===== src/rtl/usart_rx.sv =====
// usart_rx: 8E1 asynchronous serial receiver (start, 8 data LSB first,
// even parity, stop) with one-cycle valid strobe and per-frame error flags.
module usart_rx #(
  parameter int CLKS_PER_BIT = 16
) (
  input  logic       clk,
  input  logic       rst,
  input  logic       rx_i,
  output logic [7:0] data_out,
  output logic       data_valid,
  output logic       parity_err,
  output logic       frame_err,
  output logic       busy
);

  localparam int CW = (CLKS_PER_BIT > 2) ? $clog2(CLKS_PER_BIT) : 1;
  localparam logic [CW-1:0] HALF_M1 = CW'(CLKS_PER_BIT / 2 - 1);
  localparam logic [CW-1:0] FULL_M1 = CW'(CLKS_PER_BIT - 1);

  typedef enum logic [2:0] {
    S_IDLE,
    S_START,
    S_DATA,
    S_PARITY,
    S_STOP,
    S_DONE
  } state_t;

  state_t      r_state;
  state_t      w_state_nxt;
  logic [1:0]  r_sync;
  logic        w_rx_s;
  logic [CW-1:0] r_cnt;
  logic [CW-1:0] w_cnt_nxt;
  logic [2:0]  r_idx;
  logic [2:0]  w_idx_nxt;
  logic [7:0]  r_shift;
  logic [7:0]  w_shift_nxt;
  logic        r_par;
  logic        w_par_nxt;
  logic        r_armed;
  logic        w_armed_nxt;
  logic        w_load;
  logic [7:0]  r_data;
  logic        r_perr;
  logic        r_ferr;
  logic        r_valid;

  assign w_rx_s = r_sync[1];

  // armed needs a high line in IDLE, so a held break cannot retrigger
  always_comb begin
    w_state_nxt = r_state;
    w_cnt_nxt   = r_cnt + 1'b1;
    w_idx_nxt   = r_idx;
    w_shift_nxt = r_shift;
    w_par_nxt   = r_par;
    w_armed_nxt = r_armed;
    w_load      = 1'b0;
    unique case (r_state)
      S_IDLE: begin
        w_cnt_nxt = '0;
        if (w_rx_s) begin
          w_armed_nxt = 1'b1;
        end else if (r_armed) begin
          w_armed_nxt = 1'b0;
          w_state_nxt = S_START;
        end
      end
      S_START: begin
        if (r_cnt == HALF_M1) begin
          w_cnt_nxt = '0;
          if (w_rx_s) begin
            w_state_nxt = S_IDLE;
          end else begin
            w_idx_nxt   = '0;
            w_state_nxt = S_DATA;
          end
        end
      end
      S_DATA: begin
        if (r_cnt == FULL_M1) begin
          w_cnt_nxt          = '0;
          w_shift_nxt[r_idx] = w_rx_s;
          if (r_idx == 3'd7) begin
            w_state_nxt = S_PARITY;
          end else begin
            w_idx_nxt = r_idx + 3'd1;
          end
        end
      end
      S_PARITY: begin
        if (r_cnt == FULL_M1) begin
          w_cnt_nxt   = '0;
          w_par_nxt   = w_rx_s;
          w_state_nxt = S_STOP;
        end
      end
      S_STOP: begin
        if (r_cnt == FULL_M1) begin
          w_cnt_nxt   = '0;
          w_load      = 1'b1;
          w_state_nxt = S_DONE;
        end
      end
      S_DONE: begin
        w_cnt_nxt   = '0;
        w_state_nxt = S_IDLE;
      end
      default: begin
        w_cnt_nxt   = '0;
        w_state_nxt = S_IDLE;
      end
    endcase
  end

  always_ff @(posedge clk) begin
    if (rst) begin
      r_sync  <= 2'b11;
      r_state <= S_IDLE;
      r_cnt   <= '0;
      r_idx   <= '0;
      r_shift <= '0;
      r_par   <= 1'b0;
      r_armed <= 1'b0;
      r_data  <= '0;
      r_perr  <= 1'b0;
      r_ferr  <= 1'b0;
      r_valid <= 1'b0;
    end else begin
      r_sync  <= {r_sync[0], rx_i};
      r_state <= w_state_nxt;
      r_cnt   <= w_cnt_nxt;
      r_idx   <= w_idx_nxt;
      r_shift <= w_shift_nxt;
      r_par   <= w_par_nxt;
      r_armed <= w_armed_nxt;
      r_valid <= w_load;
      // results land with the strobe, during the DONE cycle
      if (w_load) begin
        r_data <= r_shift;
        r_perr <= ^{r_shift, r_par};
        r_ferr <= ~w_rx_s;
      end
    end
  end

  assign data_out   = r_data;
  assign data_valid = r_valid;
  assign parity_err = r_perr;
  assign frame_err  = r_ferr;
  assign busy       = (r_state != S_IDLE);

endmodule

===== config.mk =====
export PLATFORM = sky130hd
export DESIGN_NAME = usart_rx
export DESIGN_NICKNAME = d
export VERILOG_FILES = /design/src/rtl/usart_rx.sv
export SDC_FILE = /design/constraint.sdc
export NUM_CORES = 1
export LEC_CHECK = 0
export ABC_AREA = 1
export BUFFER_PORTS_ARGS = -buffer_cell sky130_fd_sc_hd__buf_2
export CORE_MARGIN = 2
export CORE_UTILIZATION = 39
export DETAILED_ROUTE_END_ITERATION = 8
export HOLD_SLACK_MARGIN = 0.1
export SETUP_SLACK_MARGIN = 0.3
export SLEW_MARGIN = 10
export SYNTH_ARGS = -nofsm -noshare
export SYNTH_HDL_FRONTEND = slang
export SYNTH_SLANG_ARGS = --single-unit

===== constraint.sdc =====
create_clock -name clk -period 3.21 [get_ports clk]
set_input_delay 0.321 -clock clk [delete_from_list [all_inputs] [get_ports clk]]
set_output_delay 0.321 -clock clk [all_outputs]
set_load 0.02 [all_outputs]

* Yosys cells after proc, flatten, opt, wreduce, memory -nomap -nowiden *
Index checks and enable logic that the tools add are counted.

word-level totals
  bits in registers = 33
  input port bits = 3
  word-level logic and storage cells = 65
  output and inout port bits = 12

operators by class
  mux-type cells = 23
  add/sub/neg operators = 2
  eq/ne operators = 16
  reductions and logical operators = 10
  order comparisons = 2
  bitwise operators = 1

operator list
  operator                                              count
  two-way mux 3 bit                                     11
  != test 2 bit (second input constant)                 9
  case mux 3 bit (5 select lines)                       1
  parity 9 bit                                          1
  bitwise mux 8 bit                                     1
  two-way mux 4 bit                                     2
  case mux 4 bit (2 select lines)                       1
  AND reduction 7 bit                                   1
  equality test 3 x 2 -> 1 bit (second input constant)  2
  equality test 3 bit (second input constant)           2
  case mux 3 bit (2 select lines)                       1
  AND reduction 5 bit                                   1
  adder 4 x 1 -> 4 bit (second input constant)          1
  equality test 4 x 3 -> 1 bit (second input constant)  1
  equality test 4 bit (second input constant)           1
  < comparator 3 x 4 -> 1 bit (second input constant)   1
  two-way mux 1 bit                                     4
  AND reduction 2 bit                                   2
  adder 3 x 1 -> 3 bit (second input constant)          1
  demux 1 bit (select 3 bit)                            1
  equality test 3 x 1 -> 1 bit (second input constant)  1
  >= comparator 3 x 1 -> 1 bit (second input constant)  1
  zero test 3 bit                                       1
  nonzero test 3 bit                                    1
  other kinds (5)                                       5

* Longest topological paths before layout *
  depth in word-level cells = 5
  gate-level depth with buffers = 10
  gate-level depth less buffers = 10

* Least setup slack after synthesis *
Ideal clock, no wire load.

  kind = register to register
  start point = register r_cnt[0]
  end point = register r_perr, in the netlist parity_err
  library setup time = 0.109 ns
  slack = 1.905 ns
  arrival = 1.197 ns
  required time = 3.101 ns
  stages on the path, launching flop included = 10
  buffers on the path = 1
  clock period less this slack = 1.305 ns
  cell sequence = dfxtp_1 ha_1 nand2_1 inv_2 nand2_2 nor2_4 buf_6 nand3_1 nand2_1 inv_1

on the way
  cells in the longest elaborated chain, start to end = 3

ends and longest elaborated chain
  what                    RTL line  text
  from (decl)             33        logic [CW-1:0] r_cnt;
  from (signal assigned)  133       r_cnt <= w_cnt_nxt;
  equality test 4 bit     100       if (r_cnt == FULL_M1) begin
  two-way mux 1 bit       100
  two-way mux 1 bit       60        unique case (r_state)
  to (signal assigned)    142       r_perr <= ^{r_shift, r_par};
  to (decl)               45        logic r_perr;

Every way passes these cells.
A chain may end at the register's enable or synchronous reset.

* Final worst setup path *
  start point = register r_cnt[0]
  end point = register r_data[7], in the netlist data_out[7]

on the way
  cells in the longest elaborated chain, start to end = 3

ends and longest elaborated chain
  what                  RTL line  text
  equality test 4 bit   100
  two-way mux 1 bit     100
  two-way mux 1 bit     60
  to (signal assigned)  141       r_data <= r_shift;
  to (decl)             44        logic [7:0] r_data;

Every way passes these cells.

==> flow_metrics.py <==
metrics = {
    "status": {
        "status": "complete, no violations",
    },
    "cts": {
        "cts_buffers": 5,
        "hold_buffers": 0,
        "clk_pin_slew_worst_paths_ps": 70,
        "cts_root_buffer": "clkbuf_8",
        "htreeDepth": 2,
        "cts_tree": "done",
        "cts_resized": 0,
        "cts_setup_buffers": 0,
        "cts.sinks": 33,
        "cts_buffer_depth": 2,
        "clk-insertion-delay-late_ps": 290,
    },
    "run": {
        "drv_cap": 0,
    },
    "grt": {
        "grt_pass1_vias": 1169,
        "grt_max_degree": 20,
        "antenna_found_initial": 0,
        "grt_pass1_wl_um": 5220,
        "grt.overflow.total": 0,
        "grtUsageTotal": 0.155,
    },
    "routing": {
        "drc": 0,
        "vias_per_cell": 4.66,
        "first_pass_iters": 4,
        "vias": 1315,
        "ant_nets": 0,
        "finalWirelength_um": 3000,
        "first_iter_violations": 70,
        "routedWlPerCell_um": 10.7,
    },
    "die": {
        "start_util": 0.402,
        "die_h_um": 67.8,
        "ioPinCount": 15,
        "core-area_mm2": 0.00394,
        "num_rows": 23,
        "die_area_mm2": 0.00459,
        "die_w_um": 67.8,
    },
    "synthesis": {
        "ys_types": 29,
        "yosysWarnings": 0,
        "synth_edf_count": 0,
        "syn_inst": 213,
        "syn-num-nets": 219,
        "async_reset_ff_frac": 0,
        "synth_commonest_cells": "nand2_1, dfxtp_1, nor2_1, a21oi_1, inv_1",
        "synth_top_flop_cell": "dfxtp_1",
        "synth_top_area_share": 0.417,
        "syn_avg_cell_area_um2": 7.44,
        "synth.most_common_cell": "nand2_1",
        "yosys.area.top_type": "dfxtp_1",
        "yosysSeqAreaShare": 0.417,
        "synth_area_mm2": 0.00159,
        "yosys-top-cells-area": "dfxtp_1, nand2_1, a21oi_1",
        "synth-seq-cells": 33,
    },
    "sta": {
        "maxSlewViolCount": 0,
        "tns_ps": 0,
        "rsz0062_at_grt": "false",
        "worst_slew_pin_slew_ps": 494,
        "setup_viol": 0,
        "period_share": 0.491,
        "hold_violations": 0,
        "whs_ps": 213,
        "relSlewSlack": 0.671,
        "min_period_ps": 1580,
        "fmax_mhz": 634,
        "fin_skew_ps": 9.95,
        "setup_slack_ps": 1630,
    },
    "setup_path": {
        "critPathRequiredTime_ps": 3390,
        "cp_max_fo": 18,
        "end_kind": "flop",
        "worst_ep_arrival_time_ps": 1760,
        "worst-path-buf-inv": 2,
        "cpLargestDelayFamily": "simple AND/OR/NAND/NOR gates",
        "crit_top_cell": "nor2_1",
        "slowest_stage": "dfxtp_1",
        "startpoint_type": "flop",
        "worstSetupPathType": "flop to flop",
        "path_cells": "ha_1 -> nand2_1 -> inv_2 -> nand2_2 -> nor2_4 -> inv_1 -> nor2_1 -> nor2_1",
        "slowest_delay_ps": 350,
    },
    "layout": {
        "fin_area_mm2": 0.00181,
        "n_antenna_cell": 0,
        "drive_gt1_frac": 0.211,
        "fillers": 400,
        "postLayoutCoreUtil": 0.459,
        "area_growth_pct": 14.1,
        "final_nets": 237,
    },
    "hold_path": {
        "hold_path.class": "primary input to flop",
    },
    "placement": {
        "io_buffers": 14,
        "routabilityCongestion": 0.847,
        "preCtsSetupSlack_ps": 1620,
        "place.detailed.hpwl_um": 2210,
        "place_area_mm2": 0.00169,
    },
    "pwr": {
        "p_per_area_mw_per_mm2": 549,
        "leakagePower_nw": 0.809,
        "vdd_drop_max_v": 0.000287,
    },
}
worst register-to-register path: stages (launching register included):
cell	delay [ps]
dfxtp_1	350
ha_1	180
nand2_1	100
inv_2	90
nand2_2	110
nor2_4	340
inv_1	150
nor2_1	110
nor2_1	50
power breakdown:
part / internal, W / leakage (nW) / switching [W] / total (W)
registers: 0.000427 / 0.267 / 0.0000195 / 0.000446
clock network: 0.000253 / 0.0585 / 0.000151 / 0.000404
logic: 0.0000497 / 0.484 / 0.0000936 / 0.000143
final timing paths:
check,startpoint,end,slack [ps],cells after the start
worst min-delay path,rx_i,r_sync[0],210,2
worst max register to register,r_cnt[0],data_out[7],1630,8
worst min register to register,r_sync[0],r_sync[1],410,1
worst max-delay path,r_cnt[0],data_out[7],1630,8
area by class of cell:
type                            instances  area, um2  share of cell area
Multi-Input combinational cell        152        803               0.444
Tap cell                               50       62.6              0.0346
Inverter                               25       96.3              0.0533
Sequential cell                        33        661               0.365
Clock inverter                          1       30.0              0.0166
Clock buffer                            7       86.3              0.0477
Timing Repair Buffer                   14       70.1              0.0387
state kept, by name, summed over array words and instances (netlist names):
name	count
r_cnt	4
r_armed	1
data_valid	1
r_sync	2
r_par	1
frame_err	1
r_shift	8
parity_err	1
r_idx	3
r_state	3
data_out	8
per-layer routing:
metal  global-route usage  vias to the layer above  part of all wire
met1                0.196                      570              0.52
met3               0.0600                        6             0.038
met2                0.233                       17              0.42
met5                    0                        -                 0
met4               0.0689                        0             0.020
li1                     -                      722                 -
stage by stage:
stage | power (W) | cells
6_report | 0.000994 | 282
3_5_place_dp | 0.000598 | 274
4_1_cts | 0.00101 | 282
3_3_place_gp | 0.000598 | 274
2_1_floorplan | 0.000571 | 213
5_1_grt | 0.00105 | 282
cells in the final DEF (no fill, tap or decap):
master	synthesis	layout
nand2_1	42	42
dfxtp_1	33	33
nor2_1	22	22
a21oi_1	21	21
inv_1	20	20
nand3_1	14	14
buf_2	1	14
o21ai_0	11	11
o21ai_1	8	8
nand2_2	7	7
clkbuf_8	0	6
nor2_2	5	5
inv_2	4	4
xor2_1	3	3
ha_1	3	3
or2_2	2	2
nand3_2	2	2
nor2_4	2	2
xnor2_1	2	2
nor3_1	1	1
inv_4	1	1
o21ai_4	1	1
nor3_2	1	1
nand2_4	1	1
o21ai_2	1	1
nand4_1	1	1
a21oi_4	1	1
o31ai_1	1	1
bufinv_16	0	1
clkbuf_1	0	1
kinds of logic (layout without fill, tap and decap cells):
logic type                 Yosys count  in the layout  synth area share
buffers and inverters               28             47            0.0766
AOI/OAI and AO/OA                   44             44             0.157
DFF                                 33             33             0.417
xor gates and xnor gates             5              5            0.0276
and+or+nand+nor                    100            100             0.298
adders and majority gates            3              3            0.0237
No activity file was read; power rests on OpenSTA's default activity.
